File: src/rtl/wb_rr_arbiter.sv
// -----------------------------------------------------------------------------
// wb_rr_arbiter
//   Round-robin Wishbone classic-cycle master arbiter. NPORTS single-word
//   requesters share one Wishbone master port. A registered two-state FSM
//   (IDLE/BUSY) grants one port for a full transaction. Bus errors are
//   returned to the owning port.
//
//   Optional feature: define WB_ARB_TIMEOUT_EN to enable a watchdog. It
//   terminates a BUSY cycle with an error after TIMEOUT cycles without
//   ack/err.
//
// Ports
//   i_clk, i_rst        clock, synchronous active-high reset
//   i_req/i_we          per-port request and write enable (NPORTS bits)
//   i_adr/i_sel/i_dat   per-port word address, byte selects, write data
//                       (port k at slice [k*W +: W])
//   o_dat               per-port registered read data
//   o_ack/o_err         per-port completion / error strobes
//   o_grant             one-hot current owner, zero when idle
//   o_wb_*              Wishbone master outputs (all zero unless BUSY)
//   i_wb_dat/ack/err    Wishbone slave responses
// -----------------------------------------------------------------------------
module wb_rr_arbiter #(
  parameter int unsigned NPORTS  = 2,
  parameter int unsigned AWIDTH  = 30,
  parameter int unsigned DWIDTH  = 32,
  parameter int unsigned TIMEOUT = 255,
  localparam int unsigned SELW   = DWIDTH / 8
) (
  input  logic                     i_clk,
  input  logic                     i_rst,
  input  logic [NPORTS-1:0]        i_req,
  input  logic [NPORTS-1:0]        i_we,
  input  logic [NPORTS*AWIDTH-1:0] i_adr,
  input  logic [NPORTS*SELW-1:0]   i_sel,
  input  logic [NPORTS*DWIDTH-1:0] i_dat,
  output logic [NPORTS*DWIDTH-1:0] o_dat,
  output logic [NPORTS-1:0]        o_ack,
  output logic [NPORTS-1:0]        o_err,
  output logic [NPORTS-1:0]        o_grant,
  output logic                     o_wb_cyc,
  output logic                     o_wb_stb,
  output logic                     o_wb_we,
  output logic [AWIDTH+1:0]        o_wb_adr,
  output logic [SELW-1:0]          o_wb_sel,
  output logic [DWIDTH-1:0]        o_wb_dat,
  input  logic [DWIDTH-1:0]        i_wb_dat,
  input  logic                     i_wb_ack,
  input  logic                     i_wb_err
);

  localparam int unsigned IW = (NPORTS > 1) ? $clog2(NPORTS) : 1;
  localparam logic [IW-1:0] LAST_RST = IW'(NPORTS - 1);

  typedef enum logic {IDLE, BUSY} state_e;

  state_e                   state_q, state_d;
  logic [NPORTS-1:0]        grant_q, grant_d;
  logic [IW-1:0]            last_q, last_d;
  logic [NPORTS*DWIDTH-1:0] dat_q, dat_d;
  logic                     tmo;
  logic [IW-1:0]            pick;
  logic                     pick_vld;
  logic [IW-1:0]            cand;

  // Round-robin search starting one past the last owner, wrapping around.
  // While BUSY, last_q is the index of the current owner.
  always_comb begin
    pick     = last_q;
    pick_vld = 1'b0;
    cand     = '0;
    for (int unsigned i = 1; i <= NPORTS; i++) begin
      cand = IW'((32'(last_q) + i) % NPORTS);
      if (!pick_vld && i_req[cand]) begin
        pick     = cand;
        pick_vld = 1'b1;
      end
    end
  end

  always_comb begin
    state_d  = state_q;
    grant_d  = grant_q;
    last_d   = last_q;
    dat_d    = dat_q;
    o_ack    = '0;
    o_err    = '0;
    o_wb_cyc = 1'b0;
    o_wb_stb = 1'b0;
    o_wb_we  = 1'b0;
    o_wb_adr = '0;
    o_wb_sel = '0;
    o_wb_dat = '0;
    case (state_q)
      IDLE: begin
        if (pick_vld) begin
          grant_d       = '0;
          grant_d[pick] = 1'b1;
          last_d        = pick;
          state_d       = BUSY;
        end
      end
      BUSY: begin
        o_wb_we  = i_we[last_q];
        o_wb_adr = {i_adr[last_q*AWIDTH +: AWIDTH], 2'b00};
        o_wb_sel = i_sel[last_q*SELW +: SELW];
        o_wb_dat = i_dat[last_q*DWIDTH +: DWIDTH];
        if (!i_req[last_q]) begin
          // Owner withdrew: drop the bus now and swallow any response.
          state_d = IDLE;
          grant_d = '0;
        end else begin
          o_wb_cyc = 1'b1;
          o_wb_stb = 1'b1;
          if (i_wb_err || tmo) begin
            o_err[last_q] = 1'b1;
            state_d       = IDLE;
            grant_d       = '0;
          end else if (i_wb_ack) begin
            o_ack[last_q]                    = 1'b1;
            dat_d[last_q*DWIDTH +: DWIDTH]   = i_wb_dat;
            state_d                          = IDLE;
            grant_d                          = '0;
          end
        end
      end
      default: begin
        state_d = IDLE;
        grant_d = '0;
      end
    endcase
  end

  always_ff @(posedge i_clk) begin
    if (i_rst) begin
      state_q <= IDLE;
      grant_q <= '0;
      last_q  <= LAST_RST;
      dat_q   <= '0;
    end else begin
      state_q <= state_d;
      grant_q <= grant_d;
      last_q  <= last_d;
      dat_q   <= dat_d;
    end
  end

`ifdef WB_ARB_TIMEOUT_EN
  logic [15:0] tcnt_q, tcnt_d;

  // Held at zero while idle so it starts from zero on entry to BUSY;
  // fires in the TIMEOUT-th BUSY cycle.
  always_comb begin
    tcnt_d = (state_q == BUSY) ? tcnt_q + 16'd1 : '0;
  end

  always_ff @(posedge i_clk) begin
    if (i_rst) begin
      tcnt_q <= '0;
    end else begin
      tcnt_q <= tcnt_d;
    end
  end

  assign tmo = (state_q == BUSY) && (tcnt_q == 16'(TIMEOUT - 1));
`else
  // TIMEOUT only matters when the watchdog is built in.
  logic unused_timeout;
  assign unused_timeout = ^32'(TIMEOUT);
  assign tmo            = 1'b0;
`endif

  assign o_grant = grant_q;
  assign o_dat   = dat_q;

endmodule

File: config.mk
export PLATFORM = sky130hd
export DESIGN_NAME = wb_rr_arbiter
export DESIGN_NICKNAME = d
export VERILOG_FILES = /design/src/rtl/wb_rr_arbiter.sv
export SDC_FILE = /design/constraint.sdc
export NUM_CORES = 1
export LEC_CHECK = 0
export CELL_PAD_IN_SITES_DETAIL_PLACEMENT = 1
export CELL_PAD_IN_SITES_GLOBAL_PLACEMENT = 2
export CORE_MARGIN = 10
export CORE_UTILIZATION = 15
export CTS_CLUSTER_SIZE = 24
export DETAILED_ROUTE_END_ITERATION = 12
export HOLD_SLACK_MARGIN = 0.15
export PLACE_DENSITY_LB_ADDON = 0.1
export SLEW_MARGIN = 20
export SYNTH_ARGS = -nofsm -noshare
export SYNTH_HDL_FRONTEND = slang
export SYNTH_SLANG_ARGS = --single-unit
File: constraint.sdc
create_clock -name i_clk -period 1.4 [get_ports i_clk]
set_input_delay 0.14 -clock i_clk [delete_from_list [all_inputs] [get_ports i_clk]]
set_output_delay 0.14 -clock i_clk [all_outputs]
set_load 0.02 [all_outputs]
* After elaboration in Yosys (flattened, before gate mapping) *
Index checks and enable logic that the tools add are counted.

cells by class
  multipliers = 1
  multiplexer cells = 40
  reductions and logical operators = 7
  order comparisons = 6
  equal/unequal tests = 2
  shifts and indexed selects = 5
  add/sub/neg operators = 3
  bitwise logic cells = 2

operators with widths
  cell                      number
  $bwmux 64                 1
  $mux 32                   2
  $shift 32x34->64 const A  1
  $shiftx 32x34->64         1
  $shiftx 64x7->32          1
  $shiftx 60x7->30          1
  $neg 6->34                1
  $mux 2                    11
  $mux 1                    21
  $lt 1x2->1 const B        4
  $shiftx 8x4->4            1
  $mul 1x4->5 const B       1
  $mux 4                    1
  $ne 4x4->1 const B        1
  $pmux 2 s2                1
  $reduce_and 2->1          2
  $reduce_and 4->1          1
  $logic_and 1x1->1         3
  $add 1x1->1 const B       2
  $demux 1 s1               2
  $ge 1x1->1 const B        2
  $ne 2x2->1 const B        1
  $not 1->1                 2
  $pmux 1 s2                1
  $logic_not 1->1           1

word-level totals
  flip-flop bits (word level) = 68
  word-level logic and storage cells = 70
  input port bits = 172
  output and inout port bits = 141

* Depth between registers and ports, before layout *
  depth in word-level cells = 13
  depth in mapped cells = 6

* Worst setup path before layout *
OpenSTA, ideal clock, no wires.

  path type = reg-to-output
  start point = register state_q
  end point = output port o_ack[0]
  cell stages (with the launch flop) = 7
  arrival = 1261 ps
  required time = 1260 ps
  setup slack = -1 ps
  path buffers = 3
  path through = dfxtp_1 -> buf_6 -> nand3b_4 -> or3_1 -> buf_6 -> buf_6 -> inv_1

between the ends
  word-level cells in the longest chain between the ends = 1

RTL lines
  item                    RTL line  text
  from (decl)             57        state_e state_q, state_d;
  from (signal assigned)  141       state_q <= state_d;
  $mux 2                  94        case (state_q)
  to (decl)               38        output logic [NPORTS-1:0] o_ack,

No other way between the ends.

* Final worst setup path *
  start point = register last_q
  end point = output port o_err[1]

between the ends
  word-level cells in the longest chain between the ends = 7
  elaborated cells on any way between the ends = 10
  classes of those cells = order compare (2); mux (7); reduce/logical (1)

RTL lines
  item                                                            RTL line  text
  from (decl)                                                     59        logic [IW-1:0] last_q, last_d;
  from (signal assigned)                                          143       last_q <= last_d;
  $lt 1x2->1 (implied by the code) or $ge 1x1->1 (tied branches)  116       o_err[last_q] = 1'b1;
  $logic_and 1x1->1 (implied by the code)                         116
  $mux 1 (implied by the code)                                    116
  $demux 1 s1                                                     116
  $mux 2                                                          115       if (i_wb_err || tmo) begin
  $mux 2 (*)                                                      108       if (!i_req[last_q]) begin
  $mux 2 (*)                                                      94
  to (decl)                                                       39        output logic [NPORTS-1:0] o_err,

Mark *: on every way between the ends. The rest lies on a longest branch, timed or not. The select of a mux whose other input is x is not followed.

==> summary by stage <==
STA
In the finished design, the share of the clock period the worst path needs comes to 122.9%. The worst hold slack is 0.3902 ns. The final setup violation count is around 140. The maximum clock skew at final layout is 0.006077 ns.

The final worst-path setup slack is -0.3206 ns. The worst path in the final design needs a cycle of 1.721 ns, including I/O delays and setup. The final setup TNS is -22.83 ns. The number of hold violations in the final report is 0.

For this run, the top clock speed supported by timing is approximately 580 MHz. Setup repair after global routing could not meet its margin everywhere. The number of max-slew violations in the final report is 0.

Floorplan
The die boundary width is 179.8 um. The number of placed I/O pins is 313. For this configuration, the core starts out at a cell density of ~15%.

The area of the die is 32320 um2. In this run the core area contains slightly below 60 standard-cell rows. The die span in y is 179.8 um. After floorplanning, the core was sized to cover roughly 25000 um2.

Clock network
The cell sitting at the root of the clock tree is a clkbuf_16. TritonCTS built the clock tree. The number of buffers added by the clock tree synthesis step is 9. No sink is reached through more buffers than the 2 on the longest clock path. The clock transition time at the flip-flop clock pins of the worst setup and hold paths is about 0.06 ns. The clock latency reported for the late side of the worst-skew pair is between 0.3 and 0.4 ns. CTS built an H-tree with a depth of 3. The number of sinks handled by clock tree synthesis is 68. The cts-stage hold buffer count is 0.

Min path
The worst hold path terminates at o_dat[2]. The path class of the lowest-slack min-delay path is primary input to flip-flop. The start point of the worst min-delay path is i_wb_dat[2]. The worst hold path depth is 3.

Drt
The first-pass iteration count of the detailed router is 4. After the first detailed-routing iteration, the DRC count stood at 84. The antenna violation net count after detailed routing is 0. After detailed routing, the number of vias per cell comes to around 4. The count of vias placed by the detailed router is ~4400. The DRC violation count after routing is 0. Dividing the detail-routed wire length by the instance count gives 20.18 um. The aggregate routed wire length is 22910 um.

Setup path
The slack of the worst reg-to-reg path is -0.20 ns. The cell seen most often among critical-path stages is buf_6. For this design, the slowest cell found on the critical path is dfxtp_4. The number of cells traversed by the worst register-to-register path is 7. The reg-to-reg critical path startpoint is last_q. STA classifies the critical path endpoint as an output port. The required time of the critical path is roughly 1.3 ns. The worst stage delay on the critical path is approximately 0.41 ns.

The worst setup path is launched from a flip-flop. The arrival time of data at the critical path endpoint is 1.58 ns. The top fanout value on the critical path is 6. The endpoint of the worst register-to-register path is o_grant[0]. Walking the worst path, the cells encountered are buf_6 > mux2i_4 > nor2b_4 > and3_4 > buf_6. The worst setup path is of the flip-flop to output port kind.

Power
Summed over all cells, the static leakage comes to about 4.2 nW. VDD sags by at most between 0.5 and 0.6 mV. The power per standard cell area is ~780 nW/um2. The design draws about 0.0066 W.

Synth
For this run, asynchronously set or reset flops after synthesis account for 0%. The cell type with the highest aggregate area in the netlist is dfxtp_1. Ranked by instance count, the synthesized netlist is headed by mux2i_1, nand2_1, dfxtp_1, nor2b_1, clkbuf_1. The top cell type by area accounts for 35.54% of the synthesized area. The sequential fraction of the synthesis area is between 30% and 40%. The count of flip-flops with a built-in enable after synthesis is 0. Among all flip-flop cells after synthesis, the most frequent one is dfxtp_1. The most repeated cell in the gate-level netlist after synthesis is mux2i_1.

The synthesized instance count is between 400 and 500. The number of warnings issued by yosys is 0. The number of storage elements in the synthesis netlist is 68. In the post-synthesis netlist, the biggest area contributors are dfxtp_1, mux2i_1, nor2b_1, nand2_1, clkbuf_1. The area of the mapped netlist is approximately 3800 um2. The number of distinct standard cells referenced by the synthesized netlist is 23. The mean post-synth cell area is 9.033 um2.

Final layout
The final cell count without fillers is 1135. The layout overhead on the synthesized area is 122.1%. The post-route netlist has approximately 25% of its cells at a drive strength greater than 1.

The final core utilization is around a third. The count of filler cells inserted in the layout is 2857. The number of nets in the layout is 971.

GRT
For this run, the total global-route usage over all layers was measured as 13.41%. The pin count of the biggest net entering global routing is 39. The wire length of the first global-routing pass is 33260 um. The via count of the first global-routing pass is between 4000 and 5000.

The total overflow left after global routing is 0. The number of antenna violations at the first check in global routing is 2.

Run status
The run finished, with violations left. The checks that failed: negative setup slack.

Place
The congestion estimate from routability-driven global placement came to between 0.7 and 0.8. The half-perimeter wire length after detailed placement is around 18000 um. The instance count after placement with tap cells included is 1057.

The count of buffers from port buffering is just over 300.

Run
The number of max-capacitance violations reported is 0.
worst max-delay path by stage:
stage,from,to,slack (ns),depth (start not counted)
2_1_floorplan,state_q,o_ack[0],0.05,6
3_3_place_gp,i_req[1],o_err[0],-0.59,6
3_5_place_dp,i_req[1],o_err[0],-0.56,6
4_1_cts,last_q,o_wb_adr[12],-0.39,4
5_1_grt,last_q,o_err[0],-0.39,5
6_report,last_q,o_err[1],-0.32,5
cell families after synthesis:
logic type	synth area share [%]
other	0.09791
multiplexers	34.50
flip-flops	35.54
AO/OA/AOI/OAI	1.503
AND/OR/NAND/NOR	22.57
buffers and inverters	5.782
flip-flops by register name, indices dropped and copies added, names as in the netlist:
name	flops
o_grant	2
state_q	1
last_q	1
o_dat	64
layer usage:
metal / part of all wire, % / vias up / track usage (%)
li1: - / 2161 / -
met1: 36 / 2091 / 13.32
met2: 54 / 165 / 25.18
met3: 9.0 / 14 / 5.683
met4: 0.82 / 2 / 3.143
met5: 0.074 / - / 0
power by group:
group / internal, W / switching, W
logic: 0.00124 / 0.000855
clock network: 0.00157 / 0.000934
registers: 0.00196 / 0.0000345
stage by stage:
step | worst slack (ns) | area [um2]
3_3_place_gp | -0.5910 | 7431
4_1_cts | -0.3925 | 8115
2_1_floorplan | 0.04886 | 3834
5_1_grt | -0.3901 | 8508
6_report | -0.3206 | 8508
3_5_place_dp | -0.5601 | 7431
worst max-delay path, delay by kind of cell (launching register included):
kind          cells  cell delay [ns]
buf+inv           2             0.26
simple gates      2             0.39
flops             1             0.41
mux               1             0.19
layout by cell type (no fill, tap or decap), drive strengths merged:
master         synthesis  final
o311ai                 1      1
bufinv                 0      2
bufbuf                 0      1
clkbuf                16     15
and3b                  1      1
nor2                   5      5
inv                    4      6
a22o                   1      1
nor4b                  1      1
buf                   20    151
diode                  0      1
clkdlybuf4s15          0      4
or3                    1      1
nor2b                 68     68
nand3b                 1      1
clkdlybuf4s50          0    171
dlygate4sd2            0     66
mux2i                132    132
o21ai                  2      2
a32o                   2      2
dfxtp                 68     68
and3                   1      1
nand2                 98     98
clkinv                 0      2
clkinvlp               0      1
o32a                   1      1
conb                   1      2
what timing repair did:
item / in CTS / in global routing
gates cloned: 8 / 4
setup buffers: 18 / 33
endpoints found under the setup margin: 205 / 139
resized for setup: 277 / 93
pin swaps: 3 / 1
area by class of cell:
| class | instances | area, um2 | area share, % |
|---|---|---|---|
| multi-input cells | 317 | 2333 | 27.43 |
| clock inverters | 7 | 98.84 | 1.162 |
| repair buffers | 399 | 4051 | 47.62 |
| flip-flops and latches | 68 | 1369 | 16.09 |
| inverters | 4 | 15.01 | 0.1765 |
| well taps | 330 | 412.9 | 4.853 |
| clock buffers | 9 | 225.2 | 2.647 |
| diodes | 1 | 2.502 | 0.02941 |
Note: power is estimated with default switching activity, not from simulation.
